$ cat config.mk
export PLATFORM = sky130hd
export DESIGN_NAME = multicycle_controller
export DESIGN_NICKNAME = d
export VERILOG_FILES = /design/src/rtl/multicycle_controller.sv
export SDC_FILE = /design/constraint.sdc
export NUM_CORES = 1
export LEC_CHECK = 0
export ABC_CLOCK_PERIOD_IN_PS = 4900
export BUFFER_PORTS_ARGS = -buffer_cell sky130_fd_sc_hd__buf_2
export CORE_UTILIZATION = 30
export DETAILED_ROUTE_END_ITERATION = 16
export PLACE_DENSITY_LB_ADDON = 0.3
export SKIP_CTS_REPAIR_TIMING = 1
export SKIP_LAST_GASP = 1
export SYNTH_ARGS = -nofsm -noshare
export SYNTH_HDL_FRONTEND = slang
export SYNTH_SLANG_ARGS = --single-unit
export TNS_END_PERCENT = 20
$ cat constraint.sdc
create_clock -name clk -period 4.9 [get_ports clk]
set_input_delay 0.98 -clock clk [delete_from_list [all_inputs] [get_ports clk]]
set_output_delay 0.98 -clock clk [all_outputs]
set_load 0.02 [all_outputs]
$ cat src/rtl/multicycle_controller.sv
// ----------------------------------------------------------------------------
// multicycle_controller
//   Sequences a multi-cycle MIPS datapath (IF/ID/EX/MEM/WB) that shares one
//   memory port and one ALU between instruction fetch and data access.
//   Memory latency is variable: FETCH, MEM_RD and MEM_WR hold their request
//   until mem_ready. Counts retired instructions. An unsupported opcode parks
//   the machine in HALT with a sticky illegal flag until reset.
//
// Ports
//   clk, reset            clock, synchronous active-high reset
//   opcode[5:0]           instruction[31:26] from the instruction register
//   zero                  ALU zero flag, meaningful in BRANCH
//   mem_ready             memory completes the access this cycle
//   pc_en ... pc_source   datapath control (see state table below)
//   illegal               sticky unsupported-opcode flag
//   state[3:0]            current state encoding (debug)
//   retired[CNT_W-1:0]    completed-instruction counter, wraps
// ----------------------------------------------------------------------------
module multicycle_controller #(
    parameter logic [5:0] OP_RTYPE = 6'h00,
    parameter logic [5:0] OP_LW    = 6'h23,
    parameter logic [5:0] OP_SW    = 6'h2B,
    parameter logic [5:0] OP_BEQ   = 6'h04,
    parameter logic [5:0] OP_J     = 6'h02,
    parameter logic [5:0] OP_ADDI  = 6'h08,
    parameter int         CNT_W    = 16
) (
    input  logic             clk,
    input  logic             reset,
    input  logic [5:0]       opcode,
    input  logic             zero,
    input  logic             mem_ready,
    output logic             pc_en,
    output logic             i_or_d,
    output logic             mem_read,
    output logic             mem_write,
    output logic             ir_write,
    output logic             mdr_write,
    output logic             reg_dest,
    output logic             mem_to_reg,
    output logic             reg_write,
    output logic             alu_src_a,
    output logic [1:0]       alu_src_b,
    output logic [1:0]       alu_op,
    output logic [1:0]       pc_source,
    output logic             illegal,
    output logic [3:0]       state,
    output logic [CNT_W-1:0] retired
);

    typedef enum logic [3:0] {
        S_FETCH     = 4'd0,
        S_DECODE    = 4'd1,
        S_MEM_ADDR  = 4'd2,
        S_MEM_RD    = 4'd3,
        S_MEM_WB    = 4'd4,
        S_MEM_WR    = 4'd5,
        S_R_EXEC    = 4'd6,
        S_R_WB      = 4'd7,
        S_BRANCH    = 4'd8,
        S_JUMP      = 4'd9,
        S_ADDI_EXEC = 4'd10,
        S_ADDI_WB   = 4'd11,
        S_HALT      = 4'd12
    } state_t;

    state_t cur;

    assign state = cur;

    // State, retire counter and sticky illegal flag.
    always_ff @(posedge clk) begin
        if (reset) begin
            cur     <= S_FETCH;
            retired <= '0;
            illegal <= 1'b0;
        end else begin
            unique case (cur)
                S_FETCH:    if (mem_ready) cur <= S_DECODE;
                S_DECODE: begin
                    if (opcode == OP_LW || opcode == OP_SW) cur <= S_MEM_ADDR;
                    else if (opcode == OP_RTYPE)            cur <= S_R_EXEC;
                    else if (opcode == OP_BEQ)              cur <= S_BRANCH;
                    else if (opcode == OP_J)                cur <= S_JUMP;
                    else if (opcode == OP_ADDI)             cur <= S_ADDI_EXEC;
                    else begin
                        cur     <= S_HALT;
                        illegal <= 1'b1;
                    end
                end
                S_MEM_ADDR: cur <= (opcode == OP_LW) ? S_MEM_RD : S_MEM_WR;
                S_MEM_RD:   if (mem_ready) cur <= S_MEM_WB;
                S_MEM_WR: begin
                    if (mem_ready) begin
                        cur     <= S_FETCH;
                        retired <= retired + CNT_W'(1);
                    end
                end
                S_R_EXEC:    cur <= S_R_WB;
                S_ADDI_EXEC: cur <= S_ADDI_WB;
                S_MEM_WB, S_R_WB, S_ADDI_WB, S_BRANCH, S_JUMP: begin
                    cur     <= S_FETCH;
                    retired <= retired + CNT_W'(1);
                end
                S_HALT:  cur <= S_HALT;
                default: cur <= S_FETCH;
            endcase
        end
    end

    // Control decode. Kept combinational from the state register because
    // ir_write/pc_en/mdr_write must track mem_ready and pc_en must track zero
    // in the same cycle. Gated by reset so nothing writes in a reset cycle.
    always_comb begin
        pc_en      = 1'b0;
        i_or_d     = 1'b0;
        mem_read   = 1'b0;
        mem_write  = 1'b0;
        ir_write   = 1'b0;
        mdr_write  = 1'b0;
        reg_dest   = 1'b0;
        mem_to_reg = 1'b0;
        reg_write  = 1'b0;
        alu_src_a  = 1'b0;
        alu_src_b  = 2'd0;
        alu_op     = 2'd0;
        pc_source  = 2'd0;
        if (!reset) begin
            unique case (cur)
                S_FETCH: begin
                    mem_read  = 1'b1;
                    alu_src_b = 2'd1;          // PC + 4
                    ir_write  = mem_ready;
                    pc_en     = mem_ready;
                end
                S_DECODE:   alu_src_b = 2'd3;  // branch target precompute
                S_MEM_ADDR: begin
                    alu_src_a = 1'b1;
                    alu_src_b = 2'd2;
                end
                S_MEM_RD: begin
                    mem_read  = 1'b1;
                    i_or_d    = 1'b1;
                    mdr_write = mem_ready;
                end
                S_MEM_WB: begin
                    reg_write  = 1'b1;
                    mem_to_reg = 1'b1;
                end
                S_MEM_WR: begin
                    mem_write = 1'b1;
                    i_or_d    = 1'b1;
                end
                S_R_EXEC: begin
                    alu_src_a = 1'b1;
                    alu_op    = 2'd2;
                end
                S_R_WB: begin
                    reg_write = 1'b1;
                    reg_dest  = 1'b1;
                end
                S_BRANCH: begin
                    alu_src_a = 1'b1;
                    alu_op    = 2'd1;
                    pc_source = 2'd1;
                    pc_en     = zero;
                end
                S_JUMP: begin
                    pc_source = 2'd2;
                    pc_en     = 1'b1;
                end
                S_ADDI_EXEC: begin
                    alu_src_a = 1'b1;
                    alu_src_b = 2'd2;
                end
                S_ADDI_WB: reg_write = 1'b1;
                default: ;
            endcase
        end
    end

endmodule

==> results of run 1 <==
-- state kept, by name (all words and copies together) (netlist names) --
| register | flops |
|---|---|
| retired | 16 |
| state | 4 |
| illegal | 1 |
-- placed cells by master (no fill, tap or decap), types with 7 or more instances in the layout --
master   instances
dfxtp_1         21
nand2_1          9
o31ai_1          7
or3_1            9
and3_1           7
or4_1            7
nor3_1           7
nor2_1          14
nand3_1         10
a21oi_1         19
o21ai_0         11
buf_2           46
-- worst register-to-register path: cells and delay by family (launching register included) --
family	cells	cell delay [ns]
AOI/OAI and AO/OA	2	0.94
and+or+nand+nor	2	0.83
DFF	1	0.73
-- metrics by stage --
stage	power, mW	hold WS [ns]
floorplan	0.269	0.551
global placement	0.292	0.461
detailed placement	0.292	0.465
CTS	0.407	0.491
global route	0.427	0.507
finish	0.404	0.486
-- worst max path at each step --
stage               cells past startpoint       from     to  slack [ns]
floorplan                               3  mem_ready  pc_en        1.46
global placement                        5  mem_ready  pc_en        1.84
detailed placement                      5  mem_ready  pc_en        1.80
CTS                                     5  mem_ready  pc_en        1.80
global route                            5  mem_ready  pc_en        1.73
finish                                  5  mem_ready  pc_en        1.82
-- metal layers --
layer,GRT usage,routed length (um),up-vias
met4,0.0622,31,0
met5,0,0,-
li1,-,-,766
met1,0.229,1820,716
met3,0.0276,200,2
met2,0.212,1590,42
-- power breakdown --
group	switching, mW	internal [mW]	total (mW)
logic	0.0615	0.0332	0.0947
registers	0.0179	0.177	0.194
clock network	0.0566	0.0579	0.114
total	0.136	0.268	0.404
-- cell type report --
type / instances / area, um^2
Tap cell: 52 / 65.1
Fill cell: 489 / 2750
Clock buffer: 4 / 45.0
Inverter: 4 / 15.0
Multi-Input combinational cell: 143 / 861
Timing Repair Buffer: 46 / 230
Sequential cell: 21 / 420
-- logic make-up (layout without fill, tap and decap cells) --
group | count (synthesis) | after routing
xor gates and xnor gates | 4 | 4
adders and majority gates | 1 | 1
DFF | 21 | 21
muxes | 1 | 1
buffers and inverters | 21 | 54
AOI/OAI and AO/OA | 51 | 51
and+or+nand+nor | 86 | 86
==> results.md, run 1 <==
- CP bufs+invs: 3
- Iteration-0 DRC count of the detailed router: 90
- Syn_nets: 196
- Slew Viols, Final: 0
- Setup violators final: 0
- Final Hold Vio Count: 0
- Commonest cells in the netlist: dfxtp_1, a21oi_1, nor2_1, o21ai_0, nand3_1
- GPL Wtd Cong: 0.807
- FF-to-FF path depth: 4
- CP cell instances: buf_2 > inv_1 > or3_1 > a2111oi_0 > buf_2
- Initial antenna violation count: 0
- Std-Cell Rows: 24
- Final critical-path setup slack: 1.82 ns
- Biggest area consumer among synthesized cells: dfxtp_1
- Share of cells above drive strength 1: 0.239
- EDFF count, synth: 0
- Peak Freq: 0.324 GHz
- Worst skew pair latency: 0.26 ns
- Max Cap Viol: 0
- Hold depth: 2
- I/O Pins: 47
- Arrival @ worst endpoint: 2.10 ns
- CTS buffer count: 3
- Mux contribution to synthesized area: 0.00725
- Leakage power: 0.668 nW
- H-tree Lvls: 1
- DP Area: 0.00159 mm^2
- Largest family of logic cells by synthesized area: simple AND/OR/NAND/NOR gates
- Library cells used by synthesis: 45
- Antenna cells: 0
- Slew headroom: 0.439
- Antenna Nets Post-Route: 0
- Cell with the most instances after synthesis: dfxtp_1
- Starting Density: 0.315
- Startpoint of the worst hold path: illegal
- XOR/XNOR Fraction of Synth Area: 0.0254
- Synth warn: 0
- GRT Residual Overflow: 0
- DIE AREA: 0.00488 mm^2
- CP max stage delay: 0.39 ns
- Total GRT Usage: 0.153
- Vias per cell: 5.65
- Crit Path Class: primary input to output pin
- CTS Buffer Depth: 2
- Fin crit share: 0.629
- Setup TNS Final: 0 ns
- VDD IR-drop max: 0.0909 mV
- Post-Synthesis Cells: 185
- Register bit count reported by yosys: 21
- Nets: 230
- Post-DP HPWL: 2500 um
- R2r setup slk: 2.32 ns
- Fraction of registers with async set/reset: 0
- Slowest-stage cell, CP: a2111oi_0
- Fin crit period: 3.08 ns
- Worst r2r src: state[3]
- Top_reg_cell synth: dfxtp_1
- First-pass detailed-route iteration total: 4
- Crit-path max FO: 6
- Largest net degree at the start of global routing: 31
- WL final: 3650 um
- Clk pin slew, worst setup/hold paths: 0.08 ns
- Reg2reg end: retired[6]
- Post-synthesis compound-gate area fraction: 0.230
- Post-route DRC: 0
- Cell area after synthesis: 0.00138 mm^2
- Cell family with most CP delay: buffers and inverters
- Final Util: 0.373
- Layout Skew: 0.00499 ns
- Vias: 1526
- Finished Layout Cells: 270
- Post-route cell area: 0.00164 mm^2
- Post-synthesis adder-cell area fraction: 0.00907
- Syn avg cell area: 7.46 um^2
- Hold path endpoint: illegal
- Worst Tran Pin Value: 0.841 ns
- Simple-gate share of the synthesized area: 0.352
- Ranking of synthesized cells by area: dfxtp_1, a21oi_1, or3_1, o21ai_0, nor2_1
- Core area: 0.00438 mm^2
- Die Ht: 69.8 um
- Share of the synthesized area in the top cell type: 0.305
- CTS Sinks: 21
- Root buf cell: clkbuf_8
- Pre-CTS setup slack: 1.80 ns
- PwrDens: 247 mW/mm^2
- CP required: 3.92 ns
- Status: finished clean
- Seq/Total Area, Yosys: 0.305
- Area growth, synth to finish: 18.6%
- RSZ-0062 raised after global routing: false
- # port buffers: 46
- Placed insts: 266
- Die X: 69.8 um
- Crit end category: output pin
- First-pass GRT wire length: 6230 um
- Worst min path class: flop to flop
- Critical Path Source Type: primary input
- CTS tree: yes
- Vias in the first global route: 1334
- Most frequent CP cell: buf_2
- Wire length per cell: 13.5 um
No activity file was read; power rests on OpenSTA's default activity.
==> inputs of run 2 (changes only) <==
--- a/config.mk
+++ b/config.mk
@@ -5,7 +5,8 @@
 export SDC_FILE = /design/constraint.sdc
 export NUM_CORES = 1
 export LEC_CHECK = 0
-export ABC_CLOCK_PERIOD_IN_PS = 4900
+export ABC_AREA = 1
+export ABC_CLOCK_PERIOD_IN_PS = 2530
 export BUFFER_PORTS_ARGS = -buffer_cell sky130_fd_sc_hd__buf_2
 export CORE_UTILIZATION = 30
 export DETAILED_ROUTE_END_ITERATION = 16
==> constraint.sdc (replaced) <==
create_clock -name clk -period 2.53 [get_ports clk]
set_input_delay 0.506 -clock clk [delete_from_list [all_inputs] [get_ports clk]]
set_output_delay 0.506 -clock clk [all_outputs]
set_load 0.02 [all_outputs]
==> run 2 against run 1 <==
Total power grew to 2.7 times the previous value. Utilization grew 0.99 points. Routed wire length grew 3.6%. Register-to-register slack lost 1.3 ns. Count of clock-buffer cells in the layout is the same. First-iteration DRC count grew 37%. Largest power group is now combinational cells. Critical endpoint unchanged. Sequential power grew 110%.
==> results.md, run 2 <==
- Starting Density: 0.318 (+0.00367)
- EDFF count, synth: 0 (unchanged)
- First-pass detailed-route iteration total: 5 (+1)
- DP Area: 0.00181 mm^2 (+14%)
- CTS Buffer Depth: 2 (unchanged)
- Post-route DRC: 0 (unchanged)
- Post-route cell area: 0.00186 mm^2 (+14%)
- I/O Pins: 47 (unchanged)
- Leakage power: 0.864 nW (+29%)
- Die X: 73.7 um (+5.6%)
- Synth warn: 0 (unchanged)
- Cell with the most instances after synthesis: nand2_1
- Setup violators final: 0 (unchanged)
- Status: finished clean
- Crit-path max FO: 6 (unchanged)
- Layout Skew: 0.00132 ns (-0.00367 ns)
- Crit Path Class: flop to output pin
- Arrival @ worst endpoint: 1.58 ns (-0.52 ns)
- Pre-CTS setup slack: 0.654 ns (-1.15 ns)
- Post-DP HPWL: 3060 um (+22%)
- Share of the synthesized area in the top cell type: 0.272 (-0.0323)
- First-pass GRT wire length: 6560 um (+5.3%)
- Vias per cell: 4.53 (-20%)
- Core area: 0.00485 mm^2 (+11%)
- Initial antenna violation count: 0 (unchanged)
- Most frequent CP cell: nor2_1
- Cell area after synthesis: 0.00154 mm^2 (+12%)
- DIE AREA: 0.00544 mm^2 (+12%)
- Worst min path class: flop to flop
- Crit end category: output pin
- Filler Cell Count: 534 (+9.2%)
- Vias in the first global route: 1523 (+14%)
- CTS buffer count: 3 (unchanged)
- Die Ht: 73.7 um (+5.6%)
- Seq/Total Area, Yosys: 0.272 (-0.0323)
- Commonest cells in the netlist: nand2_1, nor2_1, inv_1, dfxtp_1, a21oi_1
- CTS tree: yes
- Syn_nets: 264 (+35%)
- Wire length per cell: 10.4 um (-23%)
- Library cells used by synthesis: 35 (-22%)
- CP max stage delay: 0.51 ns (+0.12 ns)
- Slowest-stage cell, CP: dfxtp_1
- Iteration-0 DRC count of the detailed router: 123 (+37%)
- Peak Freq: 0.480 GHz
- Final critical-path setup slack: 0.447 ns (-1.37 ns)
- PwrDens: 596 mW/mm^2 (+140%)
- Vias: 1655 (+8.5%)
- Nets: 310 (+35%)
- Worst Tran Pin Value: 0.453 ns (-0.388 ns)
- Biggest area consumer among synthesized cells: dfxtp_1
- WL final: 3780 um (+3.6%)
- Antenna cells: 0 (unchanged)
- Worst hold margin: 0.499 ns (+0.0134 ns)
- CTS Sinks: 21 (unchanged)
- RSZ-0062 raised after global routing: false
- Syn avg cell area: 6.10 um^2 (-18%)
- Largest net degree at the start of global routing: 26 (-16%)
- Ranking of synthesized cells by area: dfxtp_1, nand2_1, nor2_1, inv_1, a21oi_1
- Critical Path Source Type: flop
- Area growth, synth to finish: 20.3%
- Clk pin slew, worst setup/hold paths: 0.07 ns (about the same)
- Post-Synthesis Cells: 253 (+37%)
- Share of cells above drive strength 1: 0.238 (-0.000277)
- Antenna Nets Post-Route: 0 (unchanged)
- Root buf cell: clkbuf_8
- CP required: 2.02 ns (-1.90 ns)
- # port buffers: 46 (unchanged)
- Slew Viols, Final: 0 (unchanged)
- Total GRT Usage: 0.154 (+0.000993)
- VDD IR-drop max: 0.275 mV (+200%)
- Register bit count reported by yosys: 21 (unchanged)
- Slew headroom: 0.698 (+0.258)
- Fraction of registers with async set/reset: 0 (unchanged)
- Std-Cell Rows: 25 (+4.2%)
- Commonest non-fill, non-tap cell in the layout: nand2_1
- Fin crit period: 2.08 ns
- Max Cap Viol: 0 (unchanged)
- H-tree Lvls: 1 (unchanged)
- GPL Wtd Cong: 0.897 (+11%)
- Top_reg_cell synth: dfxtp_1
- Final Hold Vio Count: 0 (unchanged)
- Largest Register: retired
- CP cell instances: nor2_1 > inv_1 > nor2_1 > a221oi_1 > nor2_1 > buf_2
- Max reg flops: 16 (unchanged)
- Worst skew pair latency: 0.26 ns (about the same)
- GRT Residual Overflow: 0 (unchanged)
- Fin crit share: 0.823
- Setup TNS Final: 0 ns (unchanged)
- Commonest cells after routing, fill and taps aside: nand2_1, nor2_1, buf_2, inv_1, dfxtp_1
run 2: cell count changes after synthesis, sizes merged, moves of 7 or more:
cell,delta
inv,+25
or3,-9
nor2,+39
or4,-7
nand2,+69
o31ai,-7
run 2: worst paths after layout:
path              cells after the start           to  slack [ns]        from
setup / recovery                      6        pc_en        0.45    state[0]
setup reg to reg                      8  retired[12]        0.99  retired[0]
hold reg to reg                       2      illegal        0.50     illegal
hold / removal                        2      illegal        0.50     illegal
run 2: area by class of cell:
class / count / area, um^2 / share of cell area
clock buffer: 4 / 45.0 / 0.0242
inverter: 31 / 124 / 0.0667
multi-input combinational: 195 / 947 / 0.510
sequential: 21 / 420 / 0.226
tap: 67 / 83.8 / 0.0451
timing repair buffer: 47 / 238 / 0.128
run 2: cells by family (layout without fill, tap and decap cells):
group | Yosys count | after routing | share of synthesized area
adder cells (fa/ha/maj) | 1 | 1 | 0.00810
AO/OA/AOI/OAI | 30 | 30 | 0.114
buffers and inverters | 37 | 82 | 0.114
XOR/XNOR | 3 | 3 | 0.0170
AND/OR/NAND/NOR | 161 | 161 | 0.474
flip-flops | 21 | 21 | 0.272
run 2: report_power, final:
group	internal (mW)	switching, mW
Clock	0.112	0.108
Sequential	0.361	0.0452
Combinational	0.145	0.337
Total	0.618	0.490
run 2: per-layer routing:
metal	part of all wire	GRT usage	vias up
met2	0.45	0.254	31
met1	0.50	0.209	733
li1	-	-	887
met4	0.0066	0.0235	0
met5	0	0	-
met3	0.047	0.0316	4
run 2: through the flow:
stage                util  power [mW]  cells
floorplan               -       0.802    253
global placement    0.374       0.897    361
detailed placement  0.374       0.900    361
CTS                 0.383        1.12    365
global route        0.383        1.19    365
finish              0.383        1.11    365
run 2: worst max-delay path: cells and delay by family, from the launching register on:
family | cells | cell delay [ns]
flip-flops | 1 | 0.51
AO/OA/AOI/OAI | 1 | 0.29
buffers and inverters | 2 | 0.26
AND/OR/NAND/NOR | 3 | 0.24
